==> config.mk <==
export PLATFORM = sky130hd
export DESIGN_NAME = ahb_apb_bridge
export DESIGN_NICKNAME = d
export VERILOG_FILES = /design/src/rtl/ahb_apb_bridge.sv
export SDC_FILE = /design/constraint.sdc
export NUM_CORES = 1
export LEC_CHECK = 0
export CORE_MARGIN = 2
export CORE_UTILIZATION = 36
export DETAILED_ROUTE_END_ITERATION = 6
export GPL_ROUTABILITY_DRIVEN = 0
export PLACE_DENSITY = 0.86
export SLEW_MARGIN = 15
export SYNTH_ARGS = -nofsm -noshare
export SYNTH_HDL_FRONTEND = slang
export SYNTH_SLANG_ARGS = --single-unit
==> constraint.sdc <==
create_clock -name hclk_i -period 4.3 [get_ports hclk_i]
set_input_delay 0.86 -clock hclk_i [delete_from_list [all_inputs] [get_ports hclk_i]]
set_output_delay 0.86 -clock hclk_i [all_outputs]
set_load 0.1 [all_outputs]
==> src/rtl/ahb_apb_bridge.sv <==
// rtl/ahb_apb_bridge.sv - AHB-Lite slave to APB4 master bridge; optional PSLVERR->ERROR mapping via AHB_APB_BRIDGE_ERRRESP_EN
module ahb_apb_bridge #(
  parameter int ADDRWIDTH      = 12,
  parameter bit REGISTER_RDATA = 1'b1,
  parameter bit REGISTER_WDATA = 1'b0
) (
  input  logic                 hclk_i,
  input  logic                 hreset_i,
  input  logic                 pclken_i,
  input  logic                 hsel_i,
  input  logic [ADDRWIDTH-1:0] haddr_i,
  input  logic [1:0]           htrans_i,
  input  logic [2:0]           hsize_i,
  input  logic [3:0]           hprot_i,
  input  logic                 hwrite_i,
  input  logic                 hready_i,
  input  logic [31:0]          hwdata_i,
  output logic                 hreadyout_o,
  output logic [31:0]          hrdata_o,
  output logic                 hresp_o,
  output logic [ADDRWIDTH-1:0] paddr_o,
  output logic                 penable_o,
  output logic                 pwrite_o,
  output logic [3:0]           pstrb_o,
  output logic [2:0]           pprot_o,
  output logic [31:0]          pwdata_o,
  output logic                 psel_o,
  input  logic [31:0]          prdata_i,
  input  logic                 pready_i,
  input  logic                 pslverr_i,
  output logic                 apbactive_o
);

  typedef enum logic [2:0] {
    S_IDLE   = 3'd0,
    S_WAIT   = 3'd1,
    S_SETUP  = 3'd2,
    S_ACCESS = 3'd3,
    S_DONE   = 3'd4,
    S_ERR1   = 3'd5,
    S_ERR2   = 3'd6
  } state_e;

  state_e                 state_q, state_d;
  logic [ADDRWIDTH-1:0]   paddr_q;
  logic                   pwrite_q;
  logic [3:0]             pstrb_q;
  logic [2:0]             pprot_q;
  logic [3:0]             strb_calc;
  logic                   accept;
  logic                   apb_done;
  logic                   slv_err;
  logic                   unused_inputs;

  // A new transfer may start from IDLE or from DONE (back-to-back); ERR2 never accepts.
  assign accept   = hsel_i & htrans_i[1] & hready_i & ((state_q == S_IDLE) | (state_q == S_DONE));
  assign apb_done = (state_q == S_ACCESS) & pclken_i & pready_i;

`ifdef AHB_APB_BRIDGE_ERRRESP_EN
  assign slv_err = pslverr_i;
  assign hresp_o = (state_q == S_ERR1) | (state_q == S_ERR2);
  assign unused_inputs = ^{hprot_i[3:2], htrans_i[0]};
`else
  assign slv_err = 1'b0;
  assign hresp_o = 1'b0;
  assign unused_inputs = ^{hprot_i[3:2], htrans_i[0], pslverr_i};
`endif

  assign apbactive_o = (hsel_i & htrans_i[1]) | (state_q != S_IDLE);
  assign paddr_o     = paddr_q;
  assign pwrite_o    = pwrite_q;
  assign pstrb_o     = pstrb_q;
  assign pprot_o     = pprot_q;

  // State register; reset abandons any APB transfer in flight.
  always_ff @(posedge hclk_i or posedge hreset_i) begin
    if (hreset_i) state_q <= S_IDLE;
    else          state_q <= state_d;
  end

  // Next-state and handshake outputs decoded from the current state.
  always_comb begin
    state_d     = state_q;
    hreadyout_o = 1'b1;
    psel_o      = 1'b0;
    penable_o   = 1'b0;
    case (state_q)
      S_IDLE: begin
        if (accept) state_d = S_WAIT;
      end
      S_WAIT: begin
        hreadyout_o = 1'b0;
        if (pclken_i) state_d = S_SETUP;
      end
      S_SETUP: begin
        hreadyout_o = 1'b0;
        psel_o      = 1'b1;
        if (pclken_i) state_d = S_ACCESS;
      end
      S_ACCESS: begin
        hreadyout_o = 1'b0;
        psel_o      = 1'b1;
        penable_o   = 1'b1;
        if (apb_done) state_d = slv_err ? S_ERR1 : S_DONE;
      end
      S_DONE: begin
        state_d = accept ? S_WAIT : S_IDLE;
      end
      S_ERR1: begin
        hreadyout_o = 1'b0;
        state_d     = S_ERR2;
      end
      S_ERR2: begin
        state_d = S_IDLE;
      end
      default: begin
        state_d = S_IDLE;
      end
    endcase
  end

  // Byte-lane strobes from transfer size and low address bits.
  always_comb begin
    strb_calc = 4'b1111;
    case (hsize_i)
      3'd0:    strb_calc = 4'b0001 << haddr_i[1:0];
      3'd1:    strb_calc = haddr_i[1] ? 4'b1100 : 4'b0011;
      default: strb_calc = 4'b1111;
    endcase
  end

  // Capture the AHB address phase; held stable through SETUP and ACCESS.
  always_ff @(posedge hclk_i or posedge hreset_i) begin
    if (hreset_i) begin
      paddr_q  <= '0;
      pwrite_q <= 1'b0;
      pstrb_q  <= 4'b0000;
      pprot_q  <= 3'b000;
    end else if (accept) begin
      paddr_q  <= {haddr_i[ADDRWIDTH-1:2], 2'b00};
      pwrite_q <= hwrite_i;
      pstrb_q  <= hwrite_i ? strb_calc : 4'b0000;
      pprot_q  <= {~hprot_i[0], 1'b0, hprot_i[1]};
    end
  end

  if (REGISTER_RDATA) begin : g_rdata_reg
    logic [31:0] hrdata_q;
    // Hold the read data returned on the APB completion edge.
    always_ff @(posedge hclk_i or posedge hreset_i) begin
      if (hreset_i)      hrdata_q <= 32'h0;
      else if (apb_done) hrdata_q <= prdata_i;
    end
    assign hrdata_o = hrdata_q;
  end else begin : g_rdata_pass
    assign hrdata_o = (state_q == S_DONE) ? prdata_i : 32'h0;
  end

  if (REGISTER_WDATA) begin : g_wdata_reg
    logic [31:0] pwdata_q;
    // HWDATA is valid in the AHB data phase, which coincides with WAIT.
    always_ff @(posedge hclk_i or posedge hreset_i) begin
      if (hreset_i)                pwdata_q <= 32'h0;
      else if (state_q == S_WAIT)  pwdata_q <= hwdata_i;
    end
    assign pwdata_o = pwdata_q;
  end else begin : g_wdata_pass
    assign pwdata_o = hwdata_i;
  end

endmodule

==> impl_metrics.toml, run 1 <==
[final_layout]
nFillCells = 555
area_growth_pct = 43.82
drive_gt1_share_pct = 22.80
nets = 343
num_antenna_cells = 0

[sta]
skew_ns = 0.008977
max_freq_mhz = 309.3
tightest_slew_ns = 0.9937
period_needed_ns = 3.233
setup_viol = 0
hold_violations = 0
setup_tns_ns = 0
relSlewSlack_pct = 33.55
finalCritPeriodShare_pct = 75.20
final_max_slew_viol_count = 0
rsz0062_at_grt = "false"

[floorplanning]
start_util_pct = 37.04
dieArea_um2 = 7156
num_rows = 29
die_y_um = 84.60
pin_count = 182
die_w_um = 84.60
core_area_um2 = 6314

[placement]
io_buffers = 109
dp_hpwl_mm = 3.595

[route]
dr.first_iter.drc_count = 19
drc = 0
vias = 1523
wl_mm = 4.741
vias_per_cell = 4.657
wl_per_cell_um = 14.50
dr.pass1.iters = 3
antenna_left = 0

[job]
cap_violations = 0

[logic_synthesis]
netlist_instances = 170
yosys_warnings = 0
synth_top_cell_by_area = "dfrtp_1"
postSynthAreaPerCell_um2 = 13.76
yosys.area.top_type_share_pct = 55.64
synthesis.area_um2 = 2338
ys_seq_area_share_pct = 55.64
synth.area.top_cells = "dfrtp_1 (56%), mux2_2 (21%), buf_4 (12%)"
synth_cell_types = 21
synth-seq-cells = 52

[setup_path]
critPathKind = "reg2out"
cp_top_family = "buffers and inverters"
critical-path-slowest-cell = "clkdlybuf4s50_1"
cp-start-kind = "flop"
crit_buf_inv = 1
cp-end-kind = "output port"
slowest_delay_ns = 1.12
worstPathArrival_ns = 2.37
worstPathMaxFanout = 7
crit_chain = "nor2b_1 > and2_1 > clkdlybuf4s50_1"
cp.required_ns = 3.44

[clock_tree]
cts_inserted_buffers = 5
cts_sinks = 52
clockRootBuffer = "clkbuf_8"
clk_pin_slew_worst_paths_ns = 0.09
cts_tree = "done"
hold_buffers = 0
cts_resized = 0
cts.path.max_buffers = 2
clock_latency_ns = 0.30
ctsHtreeMaxLevel = 2
cts_setup_buffers = 0

[run_status]
status = "complete, no violations"

[global_routing]
grt_max_degree = 53
grt_pass1_vias = 1607
grt_pass1_wl_mm = 8.010
overflow = 0
antenna_found_initial = 0
grt_usage_pct = 13.82

[min_path]
hold_class = "reg2reg"
==> Yosys cell counts <==
library cell  count
nand4_2           1
buf_2             1
inv_1             2
buf_4            36
buf_6             3
nor3b_4           1
nand3_2           1
nand2_1           3
mux2_2           44
a21o_1            1
o21ai_0           8
nor2_1            3
mux2i_1           1
a31oi_1           1
and2_1            1
nor2b_1           4
conb_1            1
a2111o_1          1
dfrtp_1          52
nand2b_1          1
mux2_1            4
==> layout by cell type (no fill, tap or decap), types with 2 or more instances in the layout <==
master | Yosys | final
clkdlybuf4s50_1 | 0 | 108
dfrtp_1 | 52 | 52
mux2_2 | 44 | 44
o21ai_0 | 8 | 8
clkbuf_8 | 0 | 5
nor2b_1 | 4 | 4
mux2_1 | 4 | 4
conb_1 | 1 | 4
nor2_1 | 3 | 3
nand2_1 | 3 | 3
bufinv_16 | 0 | 2
buf_4 | 36 | 2
==> cell families (layout without fill, tap and decap cells) <==
| logic type | after synthesis | in the layout | synth area share, % |
|---|---|---|---|
| DFF | 52 | 52 | 55.64 |
| and+or+nand+nor | 15 | 15 | 4.334 |
| other | 1 | 4 | 0.1604 |
| muxes | 49 | 49 | 23.54 |
| AOI/OAI and AO/OA | 11 | 11 | 2.783 |
| buffers and inverters | 42 | 119 | 13.54 |
==> worst paths after layout <==
path / cells past startpoint / to / from / slack [ns]
worst max-delay path: 3 / penable_o / state_q[1] / 1.07
worst min-delay path: 1 / hrdata_o[7] / hrdata_o[7] / 0.49
worst max register to register: 4 / hrdata_o[26] / state_q[0] / 2.46
worst min register to register: 1 / hrdata_o[7] / hrdata_o[7] / 0.49
max in group asynchronous: 2 / hrdata_o[24] / hreset_i / 2.74
min in group asynchronous: 2 / hrdata_o[28] / hreset_i / 1.04
==> registers in the layout (all words and copies together), names as in the netlist <==
| signal | flops |
|---|---|
| hrdata_o | 32 |
| paddr_o | 10 |
| pprot_o | 2 |
| pstrb_o | 4 |
| pwrite_o | 1 |
| state_q | 3 |
==> layout make-up <==
type                       count  area, µm²  share of cell area [%]
sequential                    52       1301                   38.69
tap                           77      96.34                   2.865
clock inverter                 2      60.06                   1.786
timing repair buffer         110       1096                   32.59
multi-input combinational     79      732.0                   21.76
inverter                       2      8.758                  0.2604
clock buffer                   5      68.82                   2.046
==> metrics by stage <==
step | hold slack (ns) | area (µm²) | util (%) | cells | worst slack (ns)
6_report | 0.4915 | 3363 | 53.27 | 327 | 1.067
5_1_grt | 0.5259 | 3363 | 53.27 | 327 | 0.9315
4_1_cts | 0.4959 | 3362 | 53.25 | 327 | 1.065
3_5_place_dp | 0.4751 | 3233 | 51.21 | 320 | 1.452
3_3_place_gp | 0.4675 | 3233 | 51.21 | 320 | 1.435
2_1_floorplan | 0.5338 | 2350 | - | 173 | 0.5738
==> layer usage <==
layer / track usage, % / up-vias / wire (µm)
met3: 4.818 / 11 / 463
met4: 3.608 / 0 / 68
li1: - / 693 / -
met2: 23.69 / 88 / 2391
met5: 0 / - / 0
met1: 16.62 / 731 / 1818
Power of run 1 is not shown: default switching activity piles up to over one toggle a cycle in this logic, so the estimate is an artifact.
==> run 2: changes to the inputs <==
- CORE_UTILIZATION: 36 -> 30
- PLACE_DENSITY: 0.86 -> 0.76
- clock period: 4.3 -> 2.8 ns (I/O delays scaled with it)
==> run 2 against run 1 <==
Die area up 19%. Core utilization down 11 points. Critical endpoint is now apbactive_o. Non-clock buffer count up 2.
==> impl_metrics.toml, run 2 (same netlist as run 1, synthesis figures left out) <==
[sta]
skew_ns = 0.005243
final_max_slew_viol_count = 0
finalCritPeriodShare_pct = 78.52
period_needed_ns = 2.199
rsz0062_at_grt = "false"
setup_viol = 0
relSlewSlack_pct = 60.98
fin_hold_ws_ns = 0.4928
max_freq_mhz = 454.8
setup_tns_ns = 0
tightest_slew_ns = 0.5840
hold_violations = 0

[setup_path]
crit_end = "apbactive_o"
worstPathMaxFanout = 2
critPathLaunch = "hsel_i"
r2r_slack_ns = 1.09
cp-start-kind = "input port"
r2r_start = "state_q[0]"
r2r_cells = 3
worstPathArrival_ns = 1.64
reg2reg_to = "paddr_o[4]"
cp-end-kind = "output port"
cp.required_ns = 2.24
critPathKind = "in2out"

[global_routing]
antenna_found_initial = 0
grt_usage_pct = 11.16
grt_max_degree = 34
overflow = 0
grt_pass1_wl_mm = 7.541
grt_pass1_vias = 1611

[final_layout]
final_common_cell = "clkdlybuf4s50_1"
area_growth_pct = 39.81
final_cell_mix = "clkdlybuf4s50_1 (56), buf_4 (54), dfrtp_1 (52)"
nets = 345
layoutNonFillerInstCount = 355
drive_gt1_share_pct = 44.66
largest_reg_flops = 32
utilization_pct = 42.75
num_antenna_cells = 0

[placement]
dp_hpwl_mm = 3.562
io_buffers = 109
placedCellCount = 347

[clock_tree]
clock_latency_ns = 0.30
ctsHtreeMaxLevel = 2
cts.path.max_buffers = 2
clockRootBuffer = "clkbuf_8"
cts_setup_buffers = 0
cts_resized = 0
clk_pin_slew_worst_paths_ns = 0.09
hold_buffers = 0
cts_sinks = 52
cts_inserted_buffers = 5
cts_tree = "done"

[route]
drc = 0
dr.pass1.iters = 3
wl_mm = 4.713
vias_per_cell = 4.327
vias = 1536
wl_per_cell_um = 13.28
antenna_left = 0
dr.first_iter.drc_count = 12

[run_status]
status = "complete, no violations"

[floorplanning]
num_rows = 32
die_y_um = 92.29
start_util_pct = 30.58
dieArea_um2 = 8517
die_w_um = 92.29
pin_count = 182
core_area_um2 = 7647

[job]
cap_violations = 0

[min_path]
hold_class = "reg2reg"
-- run 2: cell types whose count changed in the layout (fill, tap and decap cells not counted), sizes merged --
| cell | previous run | this run |
|---|---|---|
| buf | 2 | 56 |
| clkdlybuf4s50 | 108 | 56 |
| bufinv | 2 | 0 |
| clkbuf | 5 | 6 |
| clkinv | 1 | 2 |
| inv | 1 | 2 |
-- run 2: worst max-delay path, cell delays in order --
cell             delay (ns)
clkdlybuf4s50_1        0.43
a2111o_1               0.46
buf_12                 0.18
-- run 2: worst min path at each step --
| stage | start | endpoint | slack, ns | cells past startpoint |
|---|---|---|---|---|
| global placement | hrdata_o[7] | hrdata_o[7] | 0.47 | 1 |
| finish | hrdata_o[7] | hrdata_o[7] | 0.49 | 1 |
| detailed placement | hrdata_o[7] | hrdata_o[7] | 0.48 | 1 |
| global route | hrdata_o[7] | hrdata_o[7] | 0.50 | 1 |
| CTS | hrdata_o[7] | hrdata_o[7] | 0.50 | 1 |
| floorplan | state_q[1] | state_q[1] | 0.53 | 1 |
-- run 2: routing by layer --
layer	vias up	part of all wire, %	track usage (%)
met3	7	8.5	3.417
met4	0	1.0	3.856
li1	700	-	-
met5	-	0	0
met2	71	52	20.04
met1	758	39	12.54
-- run 2: metrics by stage --
step	worst slack [ns]	instance area [µm²]
finish	0.6014	3269
global route	0.5735	3269
CTS	0.5962	3269
detailed placement	0.5736	3177
global placement	0.6045	3177
floorplan	0.05748	2352
-- run 2: layout make-up --
type                       instances  area (µm²)
clock buffer                       6       82.58
timing repair buffer             112        1006
inverter                           2       7.507
fill                             704        4378
multi-input combinational         79       734.5
sequential                        52        1301
clock inverter                     2       10.01
tap                              102       127.6
Power of run 2 is left out for the same reason.
